File: config.mk
export PLATFORM = sky130hd
export DESIGN_NAME = gpio_filter_scan_flat
export DESIGN_NICKNAME = d
export VERILOG_FILES = /design/src/rtl/gpio_filter_pkg.sv /design/src/rtl/gpio_filter_scan_if.sv /design/src/rtl/gpio_filter_presc.sv /design/src/rtl/gpio_filter_scan.sv /design/src/flat_wrapper.sv
export SDC_FILE = /design/constraint.sdc
export NUM_CORES = 1
export LEC_CHECK = 0
export CORE_ASPECT_RATIO = 2
export CORE_UTILIZATION = 50
export CTS_BUF_LIST = sky130_fd_sc_hd__clkbuf_8
export DETAILED_ROUTE_END_ITERATION = 16
export PLACE_DENSITY = 0.7
export SLEW_MARGIN = 10
export SYNTH_ARGS = -nofsm -noshare
export SYNTH_HDL_FRONTEND = slang
export SYNTH_SLANG_ARGS = --single-unit
File: constraint.sdc
create_clock -name clk_i -period 3.9 [get_ports clk_i]
set_input_delay 0.39 -clock clk_i [delete_from_list [all_inputs] [get_ports clk_i]]
set_output_delay 0.39 -clock clk_i [all_outputs]
set_load 0.01 [all_outputs]
File: src/rtl/gpio_filter_pkg.sv
// gpio_filter_pkg: shared types and constants for the time-multiplexed GPIO
// input filter (scan FSM states, config request record, default threshold).
package gpio_filter_pkg;

  typedef enum logic {
    IDLE = 1'b0,
    SCAN = 1'b1
  } scan_state_e;

  // Width of a channel index; never below one bit so a 1-channel build still elaborates.
  function automatic int ch_idx_w(input int num_ch);
    return (num_ch > 1) ? $clog2(num_ch) : 1;
  endfunction

  localparam int DefNumCh    = 8;
  localparam int DefCntWidth = 4;
  localparam int DefChW      = ch_idx_w(DefNumCh);

  typedef struct packed {
    logic [DefChW-1:0]      ch;
    logic                   en;
    logic [DefCntWidth-1:0] thresh;
  } cfg_req_t;

  // All-ones threshold after reset; users slice it to their counter width.
  localparam logic [31:0] DefaultThresh = '1;

endpackage

File: src/rtl/gpio_filter_scan_if.sv
// gpio_filter_scan_if: valid/ready configuration port of the GPIO filter.
// The master drives a channel/enable/threshold request; the slave accepts it
// and reports an out-of-range channel with a one-cycle error pulse.
interface gpio_filter_scan_if #(
  parameter int NumCh    = 8,
  parameter int CntWidth = 4
);
  import gpio_filter_pkg::*;

  localparam int ChW = ch_idx_w(NumCh);

  logic                cfg_valid;
  logic                cfg_ready;
  logic [ChW-1:0]      cfg_ch;
  logic                cfg_en;
  logic [CntWidth-1:0] cfg_thresh;
  logic                cfg_err;

  modport master (
    output cfg_valid, cfg_ch, cfg_en, cfg_thresh,
    input  cfg_ready, cfg_err
  );

  modport slave (
    input  cfg_valid, cfg_ch, cfg_en, cfg_thresh,
    output cfg_ready, cfg_err
  );

endinterface

File: src/rtl/gpio_filter_presc.sv
// gpio_filter_presc: free-running scan prescaler. tick_o is high in the cycle
// the counter equals presc_i; the counter then wraps to zero.
module gpio_filter_presc #(
  parameter int PrescWidth = 8
) (
  input  logic                  clk_i,
  input  logic                  rst_ni,
  input  logic [PrescWidth-1:0] presc_i,
  output logic                  tick_o
);

  logic [PrescWidth-1:0] pc_q;

  assign tick_o = (pc_q == presc_i);

  // Count every cycle regardless of scan state, restarting after each tick.
  always_ff @(posedge clk_i) begin
    if (!rst_ni) begin
      pc_q <= '0;
    end else if (tick_o) begin
      pc_q <= '0;
    end else begin
      pc_q <= pc_q + 1'b1;
    end
  end

endmodule

File: src/rtl/gpio_filter_scan.sv
// gpio_filter_scan: time-multiplexed GPIO input filter. Per-channel counter,
// last sample, stored value, enable and threshold live in register arrays and
// one channel is updated per cycle by a shared datapath during a scan.
// Optional macro GPIO_FILTER_EDGE_EVT_EN adds edge_evt_o, a one-cycle pulse per
// enabled channel whenever its stored (filtered) value changes.
module gpio_filter_scan
  import gpio_filter_pkg::*;
#(
  parameter int NumCh      = 8,
  parameter int CntWidth   = 4,
  parameter int PrescWidth = 8
) (
  input  logic                  clk_i,
  input  logic                  rst_ni,
  input  logic [NumCh-1:0]      gpio_i,
  input  logic [PrescWidth-1:0] presc_i,
  gpio_filter_scan_if.slave     cfg,
  input  logic                  ovr_clr_i,
  output logic [NumCh-1:0]      filter_o,
  output logic                  busy_o,
  output logic                  overrun_o
`ifdef GPIO_FILTER_EDGE_EVT_EN
  ,
  output logic [NumCh-1:0]      edge_evt_o
`endif
);

  localparam int             ChW     = ch_idx_w(NumCh);
  localparam logic [ChW-1:0] LastIdx = ChW'(NumCh - 1);

  logic                tick;
  scan_state_e         state_q, state_n;
  logic [ChW-1:0]      idx_q, idx_n;
  logic                scanning;
  logic                cfg_ready;
  logic                cfg_accept;
  logic                cfg_ch_ok;

  logic [CntWidth-1:0] cnt_q    [NumCh];
  logic [CntWidth-1:0] thresh_q [NumCh];
  logic [NumCh-1:0]    last_q;
  logic [NumCh-1:0]    stored_q;
  logic [NumCh-1:0]    en_q;
  logic                ovr_q;
  logic                err_q;

  logic                sample;
  logic [CntWidth-1:0] cur_cnt;
  logic [CntWidth-1:0] cur_thr;
  logic [CntWidth-1:0] cnt_n;
  logic                store_hit;

  gpio_filter_presc #(
    .PrescWidth (PrescWidth)
  ) u_presc (
    .clk_i   (clk_i),
    .rst_ni  (rst_ni),
    .presc_i (presc_i),
    .tick_o  (tick)
  );

  // Scan state and channel pointer; reset aborts any scan in progress.
  always_ff @(posedge clk_i) begin
    if (!rst_ni) begin
      state_q <= IDLE;
      idx_q   <= '0;
    end else begin
      state_q <= state_n;
      idx_q   <= idx_n;
    end
  end

  // A tick starts a scan at channel 0; the scan walks every channel once and ends.
  always_comb begin
    state_n = state_q;
    idx_n   = idx_q;
    case (state_q)
      IDLE: begin
        if (tick) begin
          state_n = SCAN;
          idx_n   = '0;
        end
      end
      SCAN: begin
        if (idx_q == LastIdx) begin
          state_n = IDLE;
          idx_n   = '0;
        end else begin
          idx_n = idx_q + 1'b1;
        end
      end
      default: begin
        state_n = IDLE;
        idx_n   = '0;
      end
    endcase
  end

  // Config is only taken while idle and not about to start a scan.
  always_comb begin
    scanning  = (state_q == SCAN);
    busy_o    = scanning;
    cfg_ready = (state_q == IDLE) && !tick;
  end

  assign cfg.cfg_ready = cfg_ready;
  assign cfg.cfg_err   = err_q;
  assign cfg_accept    = cfg.cfg_valid && cfg_ready;
  assign cfg_ch_ok     = (int'(cfg.cfg_ch) < NumCh);

  // Shared update datapath for the channel under the scan pointer.
  always_comb begin
    sample  = gpio_i[idx_q];
    cur_cnt = cnt_q[idx_q];
    cur_thr = thresh_q[idx_q];
    if (sample != last_q[idx_q]) begin
      cnt_n = '0;
    end else if (cur_cnt >= cur_thr) begin
      cnt_n = cur_thr;
    end else begin
      cnt_n = cur_cnt + 1'b1;
    end
    store_hit = (cnt_n == cur_thr);
  end

  // Channel arrays: scan writeback and runtime config (never in the same cycle).
  always_ff @(posedge clk_i) begin
    if (!rst_ni) begin
      for (int i = 0; i < NumCh; i++) begin
        cnt_q[i]    <= '0;
        thresh_q[i] <= DefaultThresh[CntWidth-1:0];
      end
      last_q   <= '0;
      stored_q <= '0;
      en_q     <= '0;
    end else begin
      if (scanning) begin
        cnt_q[idx_q]  <= cnt_n;
        last_q[idx_q] <= sample;
        if (store_hit) begin
          stored_q[idx_q] <= sample;
        end
      end
      if (cfg_accept && cfg_ch_ok) begin
        en_q[cfg.cfg_ch]     <= cfg.cfg_en;
        thresh_q[cfg.cfg_ch] <= cfg.cfg_thresh;
        cnt_q[cfg.cfg_ch]    <= '0;
      end
    end
  end

  // Sticky overrun (a new tick beats a simultaneous clear) and config error pulse.
  always_ff @(posedge clk_i) begin
    if (!rst_ni) begin
      ovr_q <= 1'b0;
      err_q <= 1'b0;
    end else begin
      if (tick && scanning) begin
        ovr_q <= 1'b1;
      end else if (ovr_clr_i) begin
        ovr_q <= 1'b0;
      end
      err_q <= cfg_accept && !cfg_ch_ok;
    end
  end

  assign overrun_o = ovr_q;
  assign filter_o  = (en_q & stored_q) | (~en_q & gpio_i);

`ifdef GPIO_FILTER_EDGE_EVT_EN
  logic [NumCh-1:0] evt_q;

  // Flag an enabled channel whose stored value is about to flip this cycle.
  always_ff @(posedge clk_i) begin
    if (!rst_ni) begin
      evt_q <= '0;
    end else begin
      evt_q <= '0;
      if (scanning && store_hit && (sample != stored_q[idx_q]) && en_q[idx_q]) begin
        evt_q[idx_q] <= 1'b1;
      end
    end
  end

  assign edge_evt_o = evt_q;
`endif

endmodule
File: src/flat_wrapper.sv
// flat-port wrapper written by rule: the top's interface ports become plain ports
module gpio_filter_scan_flat import gpio_filter_pkg::*;
#(
  parameter int NumCh      = 8,
  parameter int CntWidth   = 4,
  parameter int PrescWidth = 8
)
  (clk_i, rst_ni, gpio_i, presc_i, ovr_clr_i, filter_o, busy_o, overrun_o, cfg_cfg_valid, cfg_cfg_ch, cfg_cfg_en, cfg_cfg_thresh, cfg_cfg_ready, cfg_cfg_err);
  gpio_filter_scan_if #(.NumCh(NumCh), .CntWidth(CntWidth)) cfg_i ();
  input  logic clk_i;
  input  logic rst_ni;
  input  logic [NumCh-1:0] gpio_i;
  input  logic [PrescWidth-1:0] presc_i;
  input  logic ovr_clr_i;
  output logic [NumCh-1:0] filter_o;
  output logic busy_o;
  output logic overrun_o;
  input wire logic [$bits(cfg_i.cfg_valid)-1:0] cfg_cfg_valid;
  input wire logic [$bits(cfg_i.cfg_ch)-1:0] cfg_cfg_ch;
  input wire logic [$bits(cfg_i.cfg_en)-1:0] cfg_cfg_en;
  input wire logic [$bits(cfg_i.cfg_thresh)-1:0] cfg_cfg_thresh;
  output wire logic [$bits(cfg_i.cfg_ready)-1:0] cfg_cfg_ready;
  output wire logic [$bits(cfg_i.cfg_err)-1:0] cfg_cfg_err;
  assign cfg_i.cfg_valid = cfg_cfg_valid;
  assign cfg_i.cfg_ch = cfg_cfg_ch;
  assign cfg_i.cfg_en = cfg_cfg_en;
  assign cfg_i.cfg_thresh = cfg_cfg_thresh;
  assign cfg_cfg_ready = cfg_i.cfg_ready;
  assign cfg_cfg_err = cfg_i.cfg_err;
  gpio_filter_scan #(.NumCh(NumCh), .CntWidth(CntWidth), .PrescWidth(PrescWidth)) u_core (.clk_i(clk_i), .rst_ni(rst_ni), .gpio_i(gpio_i), .presc_i(presc_i), .cfg(cfg_i), .ovr_clr_i(ovr_clr_i), .filter_o(filter_o), .busy_o(busy_o), .overrun_o(overrun_o));
endmodule
==> run metrics, run 1 <==
fin crit share=about nine tenths; Post-Place Cell Area=roughly 0.0057 mm²; Netlist cell types=51; Pre-antenna DRT Iters=5; RD Place Congestion=between 0.8 and 0.9; Post-CTS Hold Buffers=0; worst hold path type=register to register; row count=52; CP max FO=7; CP max stage delay=between 0.5 and 0.6 ns; setup_tns=0 ns; Root Buffer=clkbuf_8; Final Hold Viols=0; slowest CP cell=mux4_2; most frequent cells in the layout=edfxtp_1, nor2_1, nand2_1, dfxtp_1, clkdlybuf4s50_1; Tot GR Track Use=a little under a quarter; Filler cells=between 800 and 900; footprint of the multi-input gates=0.00228 mm²; RR Endpoint=u_core.stored_q[3]$_SDFFE_PN0P_; critical path depth=14; pre-CTS setup slack=between 0.2 and 0.25 ns; routed length per instance=between 15 and 20 µm; Worst setup SP type=register; critical path capture point type=register; via count=between 3000 and 4000; RSZ-0062 raised after global routing=false; top post-synthesis cells by area=edfxtp_1, dfxtp_1, mux4_2; setup ws final=between 0.3 and 0.4 ns; total power=roughly 2.1 mW; Worst Path Required=roughly 4.2 ns; Mean Syn Cell Area=roughly 11 µm²; Post-synth EDFFs=64; critical path class=register to register; HPWL Detailed=8900 µm; die width=73.9 µm; Synthesis Warnings=0; Clock Tree Buf Depth=2; Hold Crit Start=u_core.stored_q[0]$_SDFFE_PN0P_; PwrDens=~350 mW/mm²; Finish-stage setup viols=0; Initial Util=51.3%; ANT nets after route=0; critical-path cell list=buf_4 -> mux4_2 -> mux2i_4 -> ha_1 -> nand2b_1 -> a21o_1 -> a21oi_1 -> o21ai_1 -> buf_4 -> a311oi_2 -> buf_4 -> inv_2 -> nand4_1 -> mux2i_1; Seq/Total Area, Yosys=between 50% and 60%; drt first-iter violations=roughly 170; die area=0.0108 mm²; WHS Endpoint=u_core.stored_q[0]$_SDFFE_PN0P_; Max Cap Viol=0; worst slew pin tran=1.03 ns; most common cell after layout, fill and taps aside=edfxtp_1; Layout Nets=around 530; TritonCTS clock tree=done; delay-heaviest family, CP=multiplexers; Max transition margin=30.8%; Max Slew Vio Count=0; vias in the first global route=3624; Overflow after GRT=0; initial antenna violation count=0; crit path buf inv count=4; flop2flop setup slack=around 0.31 ns; fmax=0.279 GHz; Peak supply drop=0.259 mV; die height=about 150 µm; leakage power=between 1.5 and 2 nW; status=finished clean; Sink Count=~100; DRC viols=0; CORE AREA=0.0101 mm²; Seq cells post-synth=between 100 and 150; fraction of layout cells with a size suffix above 1=17.3%; syn nets=approximately 490; Post-CTS Setup Bufs=0; crit-path most repeated cell=buf_4; Async S/R FF share, synth=0%; Top FF cell, synth=edfxtp_1; Area Growth Syn to Fin=14.9%; final wirelength=~12000 µm; largest net degree at the start of global routing=22; Clock Skews=roughly 0.015 ns; clock slew seen by the registers of the worst setup and hold paths=approximately 0.1 ns; IO Count=40; register area=0.00272 mm²; Inst Count DP=~620; Synth top area share=37.1%; post-synth top area cell=edfxtp_1; design area=0.00594 mm²; clk_lat worst skew=approximately 0.38 ns; cts bufs inserted=9; Worst Path Arrival=3.89 ns; Synth Cell Area=around 0.0052 mm²; final std cells w/o fill=about 640; Port Buf Inserts=38; Post-Synthesis Cells=453; Final min period=between 3 and 4 ns; first-pass GRT wire length=about 18000 µm; H-tree depth=3; Vias/cell=5.55; antenna cells=0; Min-Delay Path Depth=2; path depth of the worst reg2reg path=14
==> Yosys cell counts, types with 2 or more instances <==
| master | instances |
|---|---|
| o32ai_1 | 3 |
| dfxtp_1 | 40 |
| buf_4 | 2 |
| nor3_1 | 12 |
| a211o_1 | 3 |
| o31ai_1 | 2 |
| buf_6 | 2 |
| nand3b_1 | 3 |
| inv_1 | 19 |
| mux2i_2 | 2 |
| nor2_1 | 62 |
| nand2_1 | 40 |
| mux4_2 | 20 |
| o22ai_1 | 5 |
| clkbuf_1 | 13 |
| mux2i_1 | 20 |
| nand4_1 | 5 |
| nand3_1 | 12 |
| ha_1 | 8 |
| nand2b_1 | 10 |
| or2_2 | 18 |
| nor2b_1 | 2 |
| a21oi_1 | 8 |
| o21ai_0 | 10 |
| edfxtp_1 | 64 |
| buf_2 | 2 |
| or3_1 | 14 |
| nor4_1 | 2 |
| and3_1 | 6 |
| mux2_2 | 10 |
| xor2_1 | 12 |
| xnor2_1 | 3 |
==> what timing repair did <==
item / 4_1_cts / 5_1_grt
hold endpoints to repair: 0 / 0
setup endpoints to repair: 0 / 8
gates resized for setup: 0 / 1
==> how the worst max path moves through the flow <==
stage and end:
4_1_cts u_core.stored_q[1]$_SDFFE_PN0P_, 3_5_place_dp u_core.stored_q[1]$_SDFFE_PN0P_, 5_1_grt u_core.stored_q[5]$_SDFFE_PN0P_, 2_1_floorplan u_core.stored_q[0]$_SDFFE_PN0P_, 6_report u_core.stored_q[3]$_SDFFE_PN0P_, 3_3_place_gp u_core.stored_q[4]$_SDFFE_PN0P_
==> cells by family after synthesis <==
| family | after synthesis | synth area share [%] |
|---|---|---|
| AND/OR/NAND/NOR | 188 | 17.4 |
| flip-flops | 104 | 52.6 |
| multiplexers | 54 | 16.0 |
| buffers and inverters | 41 | 3.46 |
| AO/OA/AOI/OAI | 40 | 5.37 |
| XOR/XNOR | 17 | 3.17 |
| adder cells (fa/ha/maj) | 8 | 1.93 |
| other | 1 | 0.0725 |
==> stage by stage <==
step	utilization, %	hold WS [ns]
after floorplan	-	0.435
after global placement	56.9	0.445
after detailed placement	56.9	0.455
after CTS	58.9	0.468
after global routing	58.9	0.483
final	58.9	0.470
==> worst register-to-register path, delay by kind of cell (launching register included) <==
kind / cells / cell delay [ns]
compound gates: 4 / 0.89
mux: 3 / 0.99
buf+inv: 4 / 0.69
flops: 1 / 0.44
simple gates: 2 / 0.24
fa+ha+maj: 1 / 0.26
==> power breakdown <==
group	internal [mW]	leakage, nW	switching, mW
Clock	0.303	0.0996	0.383
Combinational	0.0795	1.01	0.101
Sequential	1.18	0.881	0.0107
==> flip-flops by register name, summed over array words and instances, names as in the netlist, named ones only <==
register and flops:
u_core.busy_o 1, u_core.last_q 8, u_core.idx_q 3, u_core.cnt_q 32, u_core.stored_q 8, u_core.thresh_q 32
u_core.en_q 8, u_core.overrun_o 1, u_core.u_presc.pc_q 8
==> per-layer routing <==
metal  track usage, %  up-vias  part of all wire (%)
met5                0        -                     0
met1             25.9     1713                    36
met4             9.42        0                   2.0
li1                 -     1717                     -
met3             3.81       16                   4.4
met2             42.3       87                    58
==> layout make-up <==
class | count | area share [%]
clock inverter | 7 | 1.31
inverter | 21 | 1.33
sequential | 104 | 45.8
tap | 135 | 2.84
clock buffer | 9 | 2.08
multi-input combinational | 308 | 38.3
timing repair buffer | 53 | 8.29
Power figures use the tool's default switching activity.
==> run 2, diff against run 1 <==
--- a/config.mk
+++ b/config.mk
@@ -10,6 +10,7 @@
 export CTS_BUF_LIST = sky130_fd_sc_hd__clkbuf_8
 export DETAILED_ROUTE_END_ITERATION = 16
 export PLACE_DENSITY = 0.7
+export REMOVE_ABC_BUFFERS = 1
 export SLEW_MARGIN = 10
 export SYNTH_ARGS = -nofsm -noshare
 export SYNTH_HDL_FRONTEND = slang
==> run metrics, run 2 (same netlist as run 1, synthesis figures left out) <==
first-pass GRT wire length=between 15000 and 20000 µm; DRC viols=0; die width=between 70 and 80 µm; status=finished clean; final wirelength=11900 µm; Vias/cell=5.56; slowest CP cell=a2111oi_4; antenna cells=0; RD Place Congestion=0.857; RSZ-0062 raised after global routing=false; Filler cells=830; Peak supply drop=roughly 0.26 mV; ANT nets after route=0; Max Slew Vio Count=0; CP max stage delay=between 0.6 and 0.7 ns; worst slew pin tran=a little over 0.9 ns; row count=52; worst hold path type=register to register; CORE AREA=0.0101 mm²; Clock Skews=about 0.014 ns; Pre-antenna DRT Iters=4; cts bufs inserted=9; initial antenna violation count=0; Layout Nets=roughly 540; Area Growth Syn to Fin=14.8%; Min-Delay Path Depth=2; critical-path cell list=buf_4 -> mux4_2 -> mux2i_1 -> inv_1 -> ha_1 -> a21o_1 -> a21oi_1 -> o21ai_1 -> o22ai_1 -> a2111oi_4 -> nand4b_1 -> mux2i_1; HPWL Detailed=9120 µm; TritonCTS clock tree=done; crit-path most repeated cell=mux2i_1; wl on met1=roughly 4400 µm; RR Endpoint=u_core.stored_q[0]$_SDFFE_PN0P_; flop2flop setup slack=0.26 ns; Clock Tree Buf Depth=2; Tot GR Track Use=roughly 24%; Final min period=approximately 3.6 ns; leakage power=1.99 nW; total power=a little over 2 mW; setup_tns=0 ns; Initial Util=between 50% and 60%; routed length per instance=between 15 and 20 µm; Post-CTS Hold Buffers=0; drt first-iter violations=around 240; die area=0.0108 mm²; Worst setup SP type=register; Overflow after GRT=0; largest net degree at the start of global routing=29; Post-CTS Setup Bufs=0; post-cts gate resize count=0; Met2 Wirelength=between 6000 and 7000 µm; Max transition margin=37.7%; Worst Path Required=roughly 4.2 ns; Max Cap Viol=0; Worst Path Arrival=just under 4 ns; via count=roughly 3600; critical path capture point type=register; most common cell after layout, fill and taps aside=edfxtp_1; Port Buf Inserts=38; Setup crit end=u_core.stored_q[0]$_SDFFE_PN0P_; path depth of the worst reg2reg path=12; Largest regs=u_core.cnt_q x32, u_core.thresh_q x32; critical path class=register to register; critical path depth=12; crit path buf inv count=2; die height=~150 µm; delay-heaviest family, CP=compound AO/OA/AOI/OAI gates; Final Hold Viols=0; clk_lat worst skew=0.38 ns; PwrDens=roughly 340 mW/mm²; Sink Count=104; Root Buffer=clkbuf_8; fmax=0.275 GHz; Finish-stage setup viols=0; fin crit share=between 90 and 100%; wire length on met3=roughly 440 µm; fraction of layout cells with a size suffix above 1=between 10% and 20%; IO Count=40; clock slew seen by the registers of the worst setup and hold paths=around 0.11 ns; max layer used=met4; vias in the first global route=roughly 3800; CP max FO=8; H-tree depth=3; most frequent cells in the layout=edfxtp_1, nor2_1, nand2_1, dfxtp_1, clkdlybuf4s50_1
run 2: where the power goes:
part	internal [mW]	leakage (nW)	total, mW	switching (mW)
Combinational	0.0807	1.02	0.184	0.103
Sequential	1.19	0.881	1.20	0.0117
Clock	0.246	0.0863	0.655	0.410
Total	1.51	1.99	2.04	0.524
run 2: metal layers:
metal	vias up	global-route usage, %
met5	-	0
met4	0	12.3
met3	28	3.53
met2	91	42.6
met1	1711	26.9
li1	1726	-
run 2: through the flow:
step	worst slack [ns]	cell area, µm²	hold WS [ns]	std cells	util, %
final	0.260	5940	0.470	639	58.9
after global routing	0.0508	5940	0.481	639	58.9
after CTS	0.255	5940	0.470	639	58.9
after detailed placement	0.275	5750	0.454	623	57.0
after global placement	0.385	5750	0.446	623	57.0
after floorplan	0.193	5070	0.435	433	-
run 2: worst min path at each step:
stage,from,endpoint
final,u_core.stored_q[5]$_SDFFE_PN0P_,u_core.stored_q[5]$_SDFFE_PN0P_
after global routing,u_core.stored_q[5]$_SDFFE_PN0P_,u_core.stored_q[5]$_SDFFE_PN0P_
after CTS,u_core.stored_q[5]$_SDFFE_PN0P_,u_core.stored_q[5]$_SDFFE_PN0P_
after detailed placement,u_core.stored_q[5]$_SDFFE_PN0P_,u_core.stored_q[5]$_SDFFE_PN0P_
after global placement,u_core.stored_q[7]$_SDFFE_PN0P_,u_core.stored_q[7]$_SDFFE_PN0P_
after floorplan,u_core.stored_q[2]$_SDFFE_PN0P_,u_core.stored_q[2]$_SDFFE_PN0P_
run 2: layout make-up:
class | instances | area, µm² | area share (%)
multi-input cells | 308 | 2270 | 38.3
well taps | 135 | 169 | 2.85
inverters | 21 | 78.8 | 1.33
flip-flops and latches | 104 | 2720 | 45.9
repair buffers | 55 | 508 | 8.56
clock buffers | 9 | 124 | 2.09
clock inverters | 7 | 62.6 | 1.05
run 2: tightest hold or removal path, stage by stage (launching register included):
cell and delay [ns]:
dfxtp_1 0.33, nand2_1 0.05, mux2i_1 0.05
